### src/rtl/rx_prbs_mon.sv
// PRBS link monitor for the receive byte stream: hunt/lock synchroniser,
// windowed bit-error and word-rate measurement, saturating cumulative counters.
module rx_prbs_mon #(
  parameter int unsigned pDAT_W     = 8,
  parameter int unsigned pMSB_FIRST = 0,
  parameter int unsigned pERR_W     = 24,
  parameter int unsigned pWIN_W     = 24,
  parameter int unsigned pLOCK_N    = 16,
  parameter int unsigned pLOSS_N    = 8
) (
  input  logic              clk,
  input  logic              rst,
  input  logic              clr,
  input  logic [1:0]        prbs_sel,
  input  logic [pWIN_W-1:0] win_len,
  input  logic              ival,
  input  logic [pDAT_W-1:0] idat,
  output logic              lock,
  output logic              o_upd,
  output logic [pERR_W-1:0] o_err_win,
  output logic [pERR_W-1:0] o_word_win,
  output logic [pERR_W-1:0] o_err_tot,
  output logic [15:0]       o_loss_cnt
);

  localparam int unsigned LFSR_W = 23;
  localparam int unsigned PC_W   = $clog2(pDAT_W) + 1;
  localparam int unsigned IDX_W  = (pDAT_W > 1) ? $clog2(pDAT_W) : 1;
  localparam int unsigned SUM_W  = ((pERR_W > PC_W) ? pERR_W : PC_W) + 1;
  localparam int unsigned GR_W   = $clog2(pLOCK_N + 1);
  localparam int unsigned BR_W   = $clog2(pLOSS_N + 1);
  localparam logic [pERR_W-1:0] ERR_MAX = '1;

  typedef enum logic {ST_HUNT = 1'b0, ST_LOCK = 1'b1} state_t;

  state_t              state_q, state_d;
  logic [LFSR_W-1:0]   lfsr_q, lfsr_d, lfsr_w;
  logic [1:0]          sel_q;
  logic [GR_W-1:0]     good_q, good_d;
  logic [BR_W-1:0]     bad_q, bad_d;
  logic [pWIN_W-1:0]   win_cnt_q, win_cnt_d;
  logic [pERR_W-1:0]   acc_err_q, acc_err_d, acc_word_q, acc_word_d;
  logic [pERR_W-1:0]   err_win_d, word_win_d, err_tot_d;
  logic [15:0]         loss_d;
  logic                upd_d;
  logic [pDAT_W-1:0]   pred;
  logic [IDX_W-1:0]    pos;
  logic [PC_W-1:0]     errs;
  logic [SUM_W-1:0]    err_c, word_c;
  logic                mis, sel_chg, hunt, zero_reg, good, win_on, win_last;

  // Next PRBS bit from the bit history (bit 0 = most recent bit).
  function automatic logic tap(input logic [LFSR_W-1:0] r, input logic [1:0] sel);
    case (sel)
      2'd0:    return r[6] ^ r[5];
      2'd1:    return r[14] ^ r[13];
      default: return r[22] ^ r[17];
    endcase
  endfunction

  function automatic logic [LFSR_W-1:0] sel_mask(input logic [1:0] sel);
    case (sel)
      2'd0:    return LFSR_W'(23'h00007F);
      2'd1:    return LFSR_W'(23'h007FFF);
      default: return '1;
    endcase
  endfunction

  function automatic logic [pERR_W-1:0] sat_add(input logic [pERR_W-1:0] a,
                                                input logic [SUM_W-1:0]  b);
    logic [SUM_W-1:0] s;
    s = SUM_W'(a) + b;
    if (s > SUM_W'(ERR_MAX)) return ERR_MAX;
    return s[pERR_W-1:0];
  endfunction

  assign sel_chg  = (prbs_sel != sel_q);
  assign hunt     = (state_q == ST_HUNT) || sel_chg;
  assign zero_reg = ((lfsr_q & sel_mask(prbs_sel)) == '0);
  assign good     = !mis && (idat != '0) && !zero_reg;
  assign win_on   = (win_len != '0);
  assign win_last = win_on && (win_cnt_q >= (win_len - pWIN_W'(1)));
  assign err_c    = (ival && !hunt) ? SUM_W'(errs) : '0;
  assign word_c   = SUM_W'(ival);

  // Bit-serial walk: hunting loads received bits, locked free-runs on predictions.
  always_comb begin : walk
    lfsr_w = lfsr_q;
    pred   = '0;
    mis    = 1'b0;
    pos    = '0;
    for (int i = 0; i < int'(pDAT_W); i++) begin
      pos       = (pMSB_FIRST != 0) ? IDX_W'(int'(pDAT_W) - 1 - i) : IDX_W'(i);
      pred[pos] = tap(lfsr_w, prbs_sel);
      mis       = mis | (pred[pos] ^ idat[pos]);
      lfsr_w    = {lfsr_w[LFSR_W-2:0], hunt ? idat[pos] : pred[pos]};
    end
    errs = PC_W'($countones(idat ^ pred));
  end

  // Synchronisation FSM next-state and run counters.
  always_comb begin : fsm
    state_d = state_q;
    good_d  = good_q;
    bad_d   = bad_q;
    loss_d  = o_loss_cnt;
    lfsr_d  = ival ? lfsr_w : lfsr_q;
    if (sel_chg) begin
      state_d = ST_HUNT;
      good_d  = '0;
      bad_d   = '0;
      if (state_q == ST_LOCK && o_loss_cnt != '1) loss_d = o_loss_cnt + 16'd1;
    end else if (ival) begin
      case (state_q)
        ST_HUNT: begin
          if (!good) begin
            good_d = '0;
          end else if (good_q == GR_W'(pLOCK_N - 1)) begin
            state_d = ST_LOCK;
            good_d  = '0;
          end else begin
            good_d = good_q + GR_W'(1);
          end
        end
        default: begin
          if (errs == '0) begin
            bad_d = '0;
          end else if (bad_q == BR_W'(pLOSS_N - 1)) begin
            state_d = ST_HUNT;
            bad_d   = '0;
            if (o_loss_cnt != '1) loss_d = o_loss_cnt + 16'd1;
          end else begin
            bad_d = bad_q + BR_W'(1);
          end
        end
      endcase
    end
    if (clr) begin
      state_d = ST_HUNT;
      good_d  = '0;
      bad_d   = '0;
      loss_d  = '0;
      lfsr_d  = '0;
    end
  end

  // Window counter, accumulators and result capture.
  always_comb begin : meas
    acc_err_d  = sat_add(acc_err_q, err_c);
    acc_word_d = sat_add(acc_word_q, word_c);
    err_tot_d  = sat_add(o_err_tot, err_c);
    err_win_d  = o_err_win;
    word_win_d = o_word_win;
    upd_d      = 1'b0;
    win_cnt_d  = win_cnt_q + pWIN_W'(1);
    if (!win_on) begin
      win_cnt_d = '0;
    end else if (win_last) begin
      win_cnt_d  = '0;
      err_win_d  = acc_err_d;
      word_win_d = acc_word_d;
      acc_err_d  = '0;
      acc_word_d = '0;
      upd_d      = 1'b1;
    end
    if (clr) begin
      acc_err_d  = '0;
      acc_word_d = '0;
      err_tot_d  = '0;
      err_win_d  = '0;
      word_win_d = '0;
      upd_d      = 1'b0;
      win_cnt_d  = '0;
    end
  end

  always_ff @(posedge clk or negedge rst) begin
    if (!rst) begin
      state_q    <= ST_HUNT;
      lfsr_q     <= '0;
      sel_q      <= '0;
      good_q     <= '0;
      bad_q      <= '0;
      win_cnt_q  <= '0;
      acc_err_q  <= '0;
      acc_word_q <= '0;
      lock       <= 1'b0;
      o_upd      <= 1'b0;
      o_err_win  <= '0;
      o_word_win <= '0;
      o_err_tot  <= '0;
      o_loss_cnt <= '0;
    end else begin
      state_q    <= state_d;
      lfsr_q     <= lfsr_d;
      sel_q      <= clr ? 2'd0 : prbs_sel;
      good_q     <= good_d;
      bad_q      <= bad_d;
      win_cnt_q  <= win_cnt_d;
      acc_err_q  <= acc_err_d;
      acc_word_q <= acc_word_d;
      lock       <= (state_d == ST_LOCK);
      o_upd      <= upd_d;
      o_err_win  <= err_win_d;
      o_word_win <= word_win_d;
      o_err_tot  <= err_tot_d;
      o_loss_cnt <= loss_d;
    end
  end

endmodule

### config.mk
export PLATFORM = sky130hd
export DESIGN_NAME = rx_prbs_mon
export DESIGN_NICKNAME = d
export VERILOG_FILES = /design/src/rtl/rx_prbs_mon.sv
export SDC_FILE = /design/constraint.sdc
export NUM_CORES = 1
export LEC_CHECK = 0
export ABC_CLOCK_PERIOD_IN_PS = 12800
export CELL_PAD_IN_SITES_DETAIL_PLACEMENT = 0
export CELL_PAD_IN_SITES_GLOBAL_PLACEMENT = 2
export CORE_ASPECT_RATIO = 1.1
export CORE_MARGIN = 2
export CORE_UTILIZATION = 39
export DETAILED_ROUTE_END_ITERATION = 16
export PLACE_DENSITY_LB_ADDON = 0.3
export SYNTH_ARGS = -nofsm -noshare
export SYNTH_HDL_FRONTEND = slang
export SYNTH_SLANG_ARGS = --single-unit
### constraint.sdc
create_clock -name clk -period 12.8 [get_ports clk]
set_input_delay 1.92 -clock clk [delete_from_list [all_inputs] [get_ports clk]]
set_output_delay 1.92 -clock clk [all_outputs]
set_load 0.02 [all_outputs]
After elaboration in Yosys (flattened, before gate mapping)
Cells that the tools add are included.
{ "op_classes": {"n_reduce_logical": 25, "n_eq_ne": 8, "mux": 77, "n_bitwise": 42, "add_sub_neg": 15, "n_lt_le_gt_ge": 4} }
{ "op_table": {"columns": ["cell", "n"], "rows": [
  ["$mux W24", 22],
  ["$mux W16", 8],
  ["$gt A25 B24 Y1 const B", 3],
  ["$add A24 B4 Y25", 2],
  ["$mux W23", 2],
  ["$pmux W23 S2", 1],
  ["$xor A1 B1 Y1", 32],
  ["$mux W5", 6],
  ["$mux W4", 7],
  ["$add A24 B1 Y25", 1],
  ["$add A24 B1 Y24 const B", 1],
  ["$ge A24 B24 Y1", 1],
  ["$reduce_bool A24 Y1", 1],
  ["$sub A24 B1 Y24 const B", 1],
  ["$and A23 B23 Y23", 1],
  ["$logic_not A23 Y1", 1],
  ["$mux W1", 22],
  ["$add A16 B1 Y16 const B", 1],
  ["$ne A16 B16 Y1 const B", 1],
  ["$pmux W1 S2", 8],
  ["$reduce_bool A3 Y1", 4],
  ["$add A1 B1 Y2", 4],
  ["$reduce_bool A8 Y1", 1],
  ["$xor A8 B8 Y8", 1],
  ["other kinds (21)", 39]
]} }
{ "word_totals": {"input_bits": 38, "output_inout_bits": 90, "wordCells": 184, "regBits": 196} }

Logic depth before layout (Yosys ltp)
Gate-level depths: netlist of the first run.
{ "logic_depth": {"ltp_word": 18, "depth_mapped": 24, "ltp_nobuf": 24} }

Worst setup path after synthesis of the first run
Ideal clock, no wire load.
{ "synth_path": {"path_type": "in2reg", "startpoint": "input prbs_sel[0]", "endpoint": "register o_err_tot[21]", "stages": 20, "arrival_ns": 7.039, "slack_ns": 5.625, "t_required_ns": 12.664, "setup_time_ns": 0.136, "n_path_buf": 2, "cell_sequence": "buf_6 > nor2b_4 > a222oi_1 > xnor2_1 > fa_1 > fa_1 > inv_1 > fa_1 > ha_1 > inv_1 > fa_1 > inv_1 > nand4_1 > inv_1 > fa_1 > maj3_1 > o2111a_1 > nand3_1 > clkbuf_1 > a21oi_1"} }
{ "synth_between": {"elab_chain_cells": 15} }
{ "synth_rtl": {"columns": ["item", "line", "source"], "rows": [
  ["from (decl)", "14", "input logic [1:0] prbs_sel,"],
  ["$eq A2 B1 Y1 (tied with other cells)", "54", "case (sel)"],
  ["$pmux W1 S2 or $logic_or A1 B1 Y1 (tied branches)", "54, 78", null],
  ["$mux W1", "96", "lfsr_w = {lfsr_w[LFSR_W-2:0], hunt ? idat[pos] : pred[pos]};"],
  ["$xor A1 B1 Y1", "55", "2'd0: return r[6] ^ r[5];"],
  ["$pmux W1 S2", "54", null],
  ["$xor A8 B8 Y8", "98", "errs = PC_W'($countones(idat ^ pred));"],
  ["$add A1 B1 Y2 (implied by the code)", "98", null],
  ["$add A2 B2 Y3 (implied by the code)", "98", null],
  ["$add A3 B3 Y4 (implied by the code)", "98", null],
  ["$mux W4 (*)", "83", "assign err_c = (ival && !hunt) ? SUM_W'(errs) : '0;"],
  ["$add A24 B4 Y25 (*)", "72", "s = SUM_W'(a) + b;"],
  ["$gt A25 B24 Y1", "73", "if (s > SUM_W'(ERR_MAX)) return ERR_MAX;"],
  ["$mux W1", "73", null],
  ["$mux W24 (*)", "74", "return s[pERR_W-1:0];"],
  ["$mux W24 (*)", "166", "if (clr) begin"],
  ["via err_tot_d[21]", "43", "logic [pERR_W-1:0] err_win_d, word_win_d, err_tot_d;"],
  ["to (signal assigned)", "206", "o_err_tot <= err_tot_d;"],
  ["to (decl)", "22", "output logic [pERR_W-1:0] o_err_tot,"]
]} }
Mark *: on every way through the listed nets, which the timed path passes. The rest lies on a longest branch.
A chain may end at the register's enable or synchronous reset.

Worst setup path after layout of the first run
{ "layout_path": {"startpoint": "input prbs_sel[1]", "endpoint": "register o_err_win[8]"} }
{ "layout_between": {"elab_chain_cells": 17} }
{ "layout_rtl": {"columns": ["item", "line", "source"], "rows": [
  ["$eq A2 B1 Y1 (tied with other cells)", "54", null],
  ["$pmux W1 S2 or $logic_or A1 B1 Y1 (tied branches)", "54, 78", null],
  ["$mux W1", "96", null],
  ["$xor A1 B1 Y1", "55", null],
  ["$pmux W1 S2", "54", null],
  ["$xor A8 B8 Y8", "98", null],
  ["$add A1 B1 Y2 (implied by the code)", "98", null],
  ["$add A2 B2 Y3 (implied by the code)", "98", null],
  ["$add A3 B3 Y4 (implied by the code)", "98", null],
  ["$mux W4 (*)", "83", null],
  ["$add A24 B4 Y25 (*)", "72", null],
  ["$gt A25 B24 Y1", "73", null],
  ["$mux W1", "73", null],
  ["$mux W24 (*)", "74", null],
  ["$mux W24 (*)", "158", "end else if (win_last) begin"],
  ["$mux W24 (*)", "156", "if (!win_on) begin"],
  ["$mux W24 (*)", "166", null],
  ["to (signal assigned)", "204", "o_err_win <= err_win_d;"],
  ["to (decl)", "20", "output logic [pERR_W-1:0] o_err_win,"]
]} }
Mark *: on every way between the ends. The rest lies on a longest branch, timed or not. The select of a mux whose other input is x is not followed.

==> impl_metrics.json, run 1 <==
{
  "cts_sinks": 196,
  "ys.flop_type": "dfrtp_1",
  "root_buffer": "clkbuf_16",
  "ctsHoldBuffers": 0,
  "fin_cells": 1698,
  "vias": 8924,
  "synth_async_sr_flop_share_pct": 100,
  "die_y_um": 183,
  "hp-class": "reg2reg",
  "grt_antenna_before_repair": 0,
  "drc": 0,
  "syn-num-nets": 1313,
  "synth_warnings": 0,
  "ctsHtreeMaxLevel": 4,
  "grt_overflow_total": 0,
  "final_util_pct": 47.2,
  "yosysTopAreaCellShare_pct": 43.0,
  "setup_viol": 0,
  "report.final.hold_viol_count": 0,
  "grt_max_degree": 95,
  "yosysSeqAreaShare_pct": 43.0,
  "slowest_stage": "clkdlybuf4s50_1",
  "path_class": "in2reg",
  "numPlacedInstances": 1666,
  "wl_per_cell_um": 16.2,
  "slew_headroom_pct": 26.7,
  "path_max_fanout": 23,
  "areaGrowthSynthToFinish_pct": 18.8,
  "cts_tree": "done",
  "place.gp.congestion": 0.811,
  "setup_tns_ps": 0,
  "path_cells": "clkdlybuf4s50_1, nor2_4, a222oi_1, xnor2_1, fa_1, fa_1, inv_1, fa_1, ha_1, a21o_1, nand2_1, nor3_1, ha_1, o2111a_1, and3_1, and3_1, nor2_1, o32ai_1",
  "static-leakage-power_nw": 5.66,
  "post-route-period-util_pct": 68.0,
  "worstRegToRegCells": 17,
  "synth_area_leaders": "dfrtp_1, xnor2_1, nor2_1",
  "dpl.hpwl_mm": 19.0,
  "max_slew.worst_pin.slew_ps": 1100,
  "grt_pass1_vias": 8981,
  "routed_wl_mm": 27.6,
  "cts_buffer_depth": 2,
  "die_w_um": 167,
  "fmax_ghz": 0.115,
  "status": "finished clean",
  "numPortBuffers": 127,
  "holdWs_ps": 482,
  "rsz0062_at_grt": "no",
  "cap_violations": 0,
  "power.density_mw_per_mm2": 98.4,
  "cpPeakStageDelay_ps": 1060,
  "slew_viol_final": 0,
  "syn_inst": 1225,
  "yosysMostFrequentCell": "dfrtp_1",
  "seq_power_share_pct": 47.3,
  "combPwrFrac_pct": 12.0,
  "first_pass_iters": 5,
  "cp-start-kind": "input port",
  "finalCriticalPeriod_ps": 8710,
  "crit_path_frequent_cell": "fa_1",
  "antenna_left": 0,
  "vias_per_cell": 5.26,
  "cts_setup_buffers": 0,
  "grtUsageTotal_pct": 18.6,
  "worstPathRequired_ps": 13140,
  "ys_types": 73,
  "tritoncts.num_buffers": 17,
  "synth_area_mm2": 0.0114,
  "crit_arrival_ps": 9050,
  "fin_skew_ps": 14.2,
  "synth_commonest_cells": "dfrtp_1, nor2_1, xnor2_1",
  "grt_pass1_wl_mm": 46.6,
  "insertion_delay_ps": 440,
  "power_switching_uw": 369,
  "initial_core_util_pct": 39.7,
  "worstHoldPathCells": 1,
  "avgSynthCellArea_um2": 9.31,
  "ys_ff_latch": 196,
  "rows": 65,
  "synth_edf_count": 0,
  "internal_power_uw": 964,
  "pwr-share-clk_pct": 40.7,
  "io_pins": 128,
  "drt_iter0_markers": 508,
  "cts_resized": 0,
  "die_area_mm2": 0.0306,
  "synth_top_area_cell": "dfrtp_1",
  "power_mw": 1.33,
  "placeableCoreArea_mm2": 0.0287,
  "cp-end-kind": "flip-flop",
  "drive_above_1_share_pct": 4.89,
  "ir_drop_v": 0.0000844,
  "layout.nets": 1405,
  "netSwitchingFraction_pct": 27.7,
  "path_clk_slew_ps": 80,
  "num_antenna_cells": 0
}
## worst paths after layout
| check | startpoint | slack (ps) | end |
|---|---|---|---|
| min | win_cnt_q[0] | 480 | win_cnt_q[0] |
| max reg2reg | lfsr_q[6] | 6090 | o_err_win[8] |
| max in group asynchronous | rst | 9240 | good_q[1] |
| min reg2reg | win_cnt_q[0] | 480 | win_cnt_q[0] |
| max | prbs_sel[1] | 4090 | o_err_win[8] |
| min in group asynchronous | rst | 1450 | win_cnt_q[4] |
## power by group through the flow
stage	Sequential, mW	Combinational, mW	Clock, mW
floorplan	0.640	0.107	0
global placement	0.642	0.161	0
detailed placement	0.642	0.163	0
CTS	0.630	0.164	0.562
global route	0.631	0.183	0.588
finish	0.630	0.160	0.543
## final cells by class
type	count	area (um2)
clock buffers	17	425
clock inverters	15	170
fillers	2781	15200
inverters	89	334
multi-input cells	879	5930
flip-flops and latches	196	4900
well taps	368	460
repair buffers	134	1320
## critical path: cells and delay by family
family,cells,cell delay (ps)
compound gates,4,1780
xor+xnor,1,250
fa+ha+maj,5,2380
buf+inv,2,1110
simple gates,6,1590
## layer usage
| layer | track usage [%] | up-vias | share of wire (%) | wire length (um) |
|---|---|---|---|---|
| met5 | 0 | - | 0 | 0 |
| met4 | 5.07 | 0 | 1.4 | 395 |
| met3 | 2.83 | 24 | 2.4 | 664 |
| met2 | 30.3 | 120 | 47 | 13000 |
| met1 | 25.9 | 4322 | 49 | 13500 |
| li1 | - | 4458 | - | - |
## through the flow
step / instance area (um2) / setup WS [ps]
5_1_grt: 13500 / 3370
3_5_place_dp: 12900 / 3510
2_1_floorplan: 11400 / 5630
6_report: 13500 / 4090
3_3_place_gp: 12900 / 3690
4_1_cts: 13500 / 3960
## cells in the final DEF (no fill, tap or decap), types with 4 or more instances in the layout
cell	n
a21o_1	15
o2111ai_1	9
inv_8	4
a2111o_1	4
mux2i_1	21
a41oi_1	5
nand2b_1	7
clkbuf_16	17
o31ai_1	4
nand4_1	26
or3_1	8
nor2b_1	8
a31oi_1	5
and2_1	6
o21ai_0	12
buf_4	7
o21ai_1	8
xor2_1	51
nor4_1	14
nand2_1	75
or4_1	4
dfrtp_1	196
clkdlybuf4s50_1	125
a211oi_1	11
fa_1	6
nand3_1	41
and4_1	11
xnor2_1	94
ha_1	44
and3_1	16
o211ai_1	12
a21oi_1	46
nor2_1	192
o32ai_1	46
inv_1	88
nor3_1	22
## state kept, by name, summed over array words and instances (netlist names), 5 cells and up
name,flops
o_word_win,24
lfsr_q,23
acc_word_q,24
o_err_tot,24
acc_err_q,24
o_err_win,24
win_cnt_q,24
o_loss_cnt,16
good_q,5
## logic make-up (layout without fill, tap and decap cells)
logic type	after synthesis	after routing	share of synthesized area, %
buf+inv	150	255	5.23
fa+ha+maj	54	54	6.24
mux	24	24	2.16
simple gates	459	459	19.8
xor+xnor	145	145	11.1
compound gates	197	197	12.4
flops	196	196	43.0
Power figures use the tool's default switching activity.
==> inputs of run 2 (changes only) <==
--- a/config.mk
+++ b/config.mk
@@ -5,12 +5,12 @@
 export SDC_FILE = /design/constraint.sdc
 export NUM_CORES = 1
 export LEC_CHECK = 0
-export ABC_CLOCK_PERIOD_IN_PS = 12800
+export ABC_CLOCK_PERIOD_IN_PS = 7600
 export CELL_PAD_IN_SITES_DETAIL_PLACEMENT = 0
 export CELL_PAD_IN_SITES_GLOBAL_PLACEMENT = 2
 export CORE_ASPECT_RATIO = 1.1
 export CORE_MARGIN = 2
-export CORE_UTILIZATION = 39
+export CORE_UTILIZATION = 32
 export DETAILED_ROUTE_END_ITERATION = 16
 export PLACE_DENSITY_LB_ADDON = 0.3
 export SYNTH_ARGS = -nofsm -noshare
==> constraint.sdc (replaced) <==
create_clock -name clk -period 7.6 [get_ports clk]
set_input_delay 1.14 -clock clk [delete_from_list [all_inputs] [get_ports clk]]
set_output_delay 1.14 -clock clk [all_outputs]
set_load 0.02 [all_outputs]
==> run 2 against run 1 <==
- hold slack lost 6.8 ps
- clock skew grew 2.5 ps
- first-iteration DRC count shrank 14%
- combinational power grew 73%
- sequential power grew 68%
- cell count grew 5.3%
- global-route usage shrank 1.8 points
- sequential cell count is the same
- routed wire length grew 9.2%
==> impl_metrics.json, run 2 (synthesis results as in run 1) <==
{
  "status": "finished clean",
  "first_pass_iters": 5,
  "netSwitchingFraction_pct": 28.5,
  "die_area_mm2": 0.0372,
  "slew_headroom_pct": 35.7,
  "slowest_stage": "clkdlybuf4s50_1",
  "num_antenna_cells": 0,
  "cts_setup_buffers": 0,
  "multi_input_area_mm2": 0.00593,
  "areaGrowthSynthToFinish_pct": 20.8,
  "hold_path.startpoint": "win_cnt_q[0]",
  "internal_power_mw": 1.64,
  "cpPeakStageDelay_ps": 860,
  "worstPathRequired_ps": 7930,
  "grtUsageTotal_pct": 16.8,
  "fmax_ghz": 0.146,
  "wl_per_cell_um": 16.8,
  "pwr-share-clk_pct": 41.7,
  "report.final.hold_viol_count": 0,
  "vias": 9060,
  "power_switching_uw": 653,
  "io_pins": 128,
  "seq_power_share_pct": 46.3,
  "cts_tree": "done",
  "critPathLaunch": "prbs_sel[1]",
  "numPortBuffers": 127,
  "ctsHoldBuffers": 0,
  "cap_violations": 0,
  "place.gp.congestion": 0.797,
  "static-leakage-power_nw": 5.74,
  "path_max_fanout": 11,
  "initial_core_util_pct": 32.5,
  "root_buffer": "clkbuf_16",
  "cp-start-kind": "input port",
  "layout.nets": 1419,
  "hp-class": "reg2reg",
  "ir_drop_v": 0.000152,
  "rows": 72,
  "crit_arrival_ps": 7180,
  "ctsHtreeMaxLevel": 4,
  "setup_tns_ps": 0,
  "max_slew.worst_pin.slew_ps": 965,
  "die_w_um": 184,
  "grt_antenna_before_repair": 0,
  "cts_buffer_depth": 2,
  "drt_iter0_markers": 437,
  "slew_viol_final": 0,
  "grt_pass1_vias": 9302,
  "dpl.hpwl_mm": 21.0,
  "grt_max_degree": 75,
  "vias_per_cell": 5.07,
  "grt_overflow_total": 0,
  "cts_sinks": 196,
  "fin_skew_ps": 16.7,
  "path_class": "in2reg",
  "n_fill_cell": 3552,
  "finalCriticalPeriod_ps": 6850,
  "setup_viol": 0,
  "insertion_delay_ps": 450,
  "die_y_um": 202,
  "reg2reg_from": "lfsr_q[6]",
  "layout_commonest_cell": "dfrtp_1",
  "power.density_mw_per_mm2": 167,
  "cp-end-kind": "flip-flop",
  "placeableCoreArea_mm2": 0.0351,
  "cts_resized": 0,
  "drive_above_1_share_pct": 5.95,
  "routed_wl_mm": 30.1,
  "holdWs_ps": 476,
  "path_cells": "clkdlybuf4s50_1, nor2b_4, a222oi_1, xnor2_1, fa_1, fa_1, inv_1, fa_1, ha_1, inv_1, fa_1, inv_1, nand4_1, inv_1, ha_1, a21o_1, maj3_1, o2111ai_1, xnor2_1, nor2_1, o32ai_1",
  "antenna_left": 0,
  "combPwrFrac_pct": 12.1,
  "drc": 0,
  "path_clk_slew_ps": 80,
  "tritoncts.num_buffers": 17,
  "grt_pass1_wl_mm": 50.0,
  "post-route-period-util_pct": 90.1,
  "ff_latch_area_mm2": 0.00490,
  "rsz0062_at_grt": "no",
  "layout_common_cells": "dfrtp_1, nor2_1, clkdlybuf4s50_1"
}
run 2: changes by cell type in the layout (fill, tap and decap cells not counted), sizes merged:
cell / before / now
buf: 8 / 23
clkinv: 7 / 4
inv: 96 / 98
clkbuf: 18 / 19
clkdlybuf4s50: 125 / 124
run 2: worst paths after layout:
path | endpoint | slack (ps) | cells after the start
worst max-delay path | o_err_win[21] | 750 | 21
worst min-delay path | win_cnt_q[0] | 480 | 1
worst max register to register | o_err_win[21] | 1680 | 20
worst min register to register | win_cnt_q[0] | 480 | 1
max in group asynchronous | acc_word_q[23] | 5510 | 2
min in group asynchronous | win_cnt_q[9] | 680 | 1
run 2: cell type report:
class / instances / area share, %
Timing Repair Buffer: 148 / 10.4
Multi-Input combinational cell: 879 / 43.0
Sequential cell: 196 / 35.6
Inverter: 89 / 2.43
Clock inverter: 14 / 1.28
Tap cell: 444 / 4.03
Clock buffer: 18 / 3.19
run 2: power by group through the flow:
stage / registers (mW) / clock network, mW / logic [mW]
6_report: 1.06 / 0.956 / 0.277
5_1_grt: 1.06 / 1.03 / 0.317
4_1_cts: 1.06 / 0.990 / 0.283
3_5_place_dp: 1.08 / 0 / 0.279
3_3_place_gp: 1.08 / 0 / 0.280
2_1_floorplan: 1.08 / 0 / 0.180
run 2: critical path, delay by kind of cell:
kind | cells | cell delay, ps
buffers and inverters | 5 | 1220
xor gates and xnor gates | 2 | 350
AOI/OAI and AO/OA | 4 | 1230
and+or+nand+nor | 3 | 330
adders and majority gates | 7 | 2900
run 2: layer usage:
metal  up-vias  share of wire (%)  track usage (%)
li1       4477                  -                -
met1      4446                 48             22.6
met2       113                 48             28.2
met3        24                2.6             2.47
met4         0                1.1             4.37
met5         -                  0                0
run 2: metrics by stage:
| step | utilization [%] | cells | setup WS (ps) | cell area (um2) | total power, mW |
|---|---|---|---|---|---|
| after floorplan | - | 1225 | 1210 | 11400 | 1.26 |
| after global placement | 37.4 | 1756 | 462 | 13200 | 1.36 |
| after detailed placement | 37.4 | 1756 | 289 | 13200 | 1.36 |
| after CTS | 39.2 | 1788 | 740 | 13800 | 2.33 |
| after global routing | 39.2 | 1788 | 379 | 13800 | 2.41 |
| final | 39.2 | 1788 | 753 | 13800 | 2.29 |
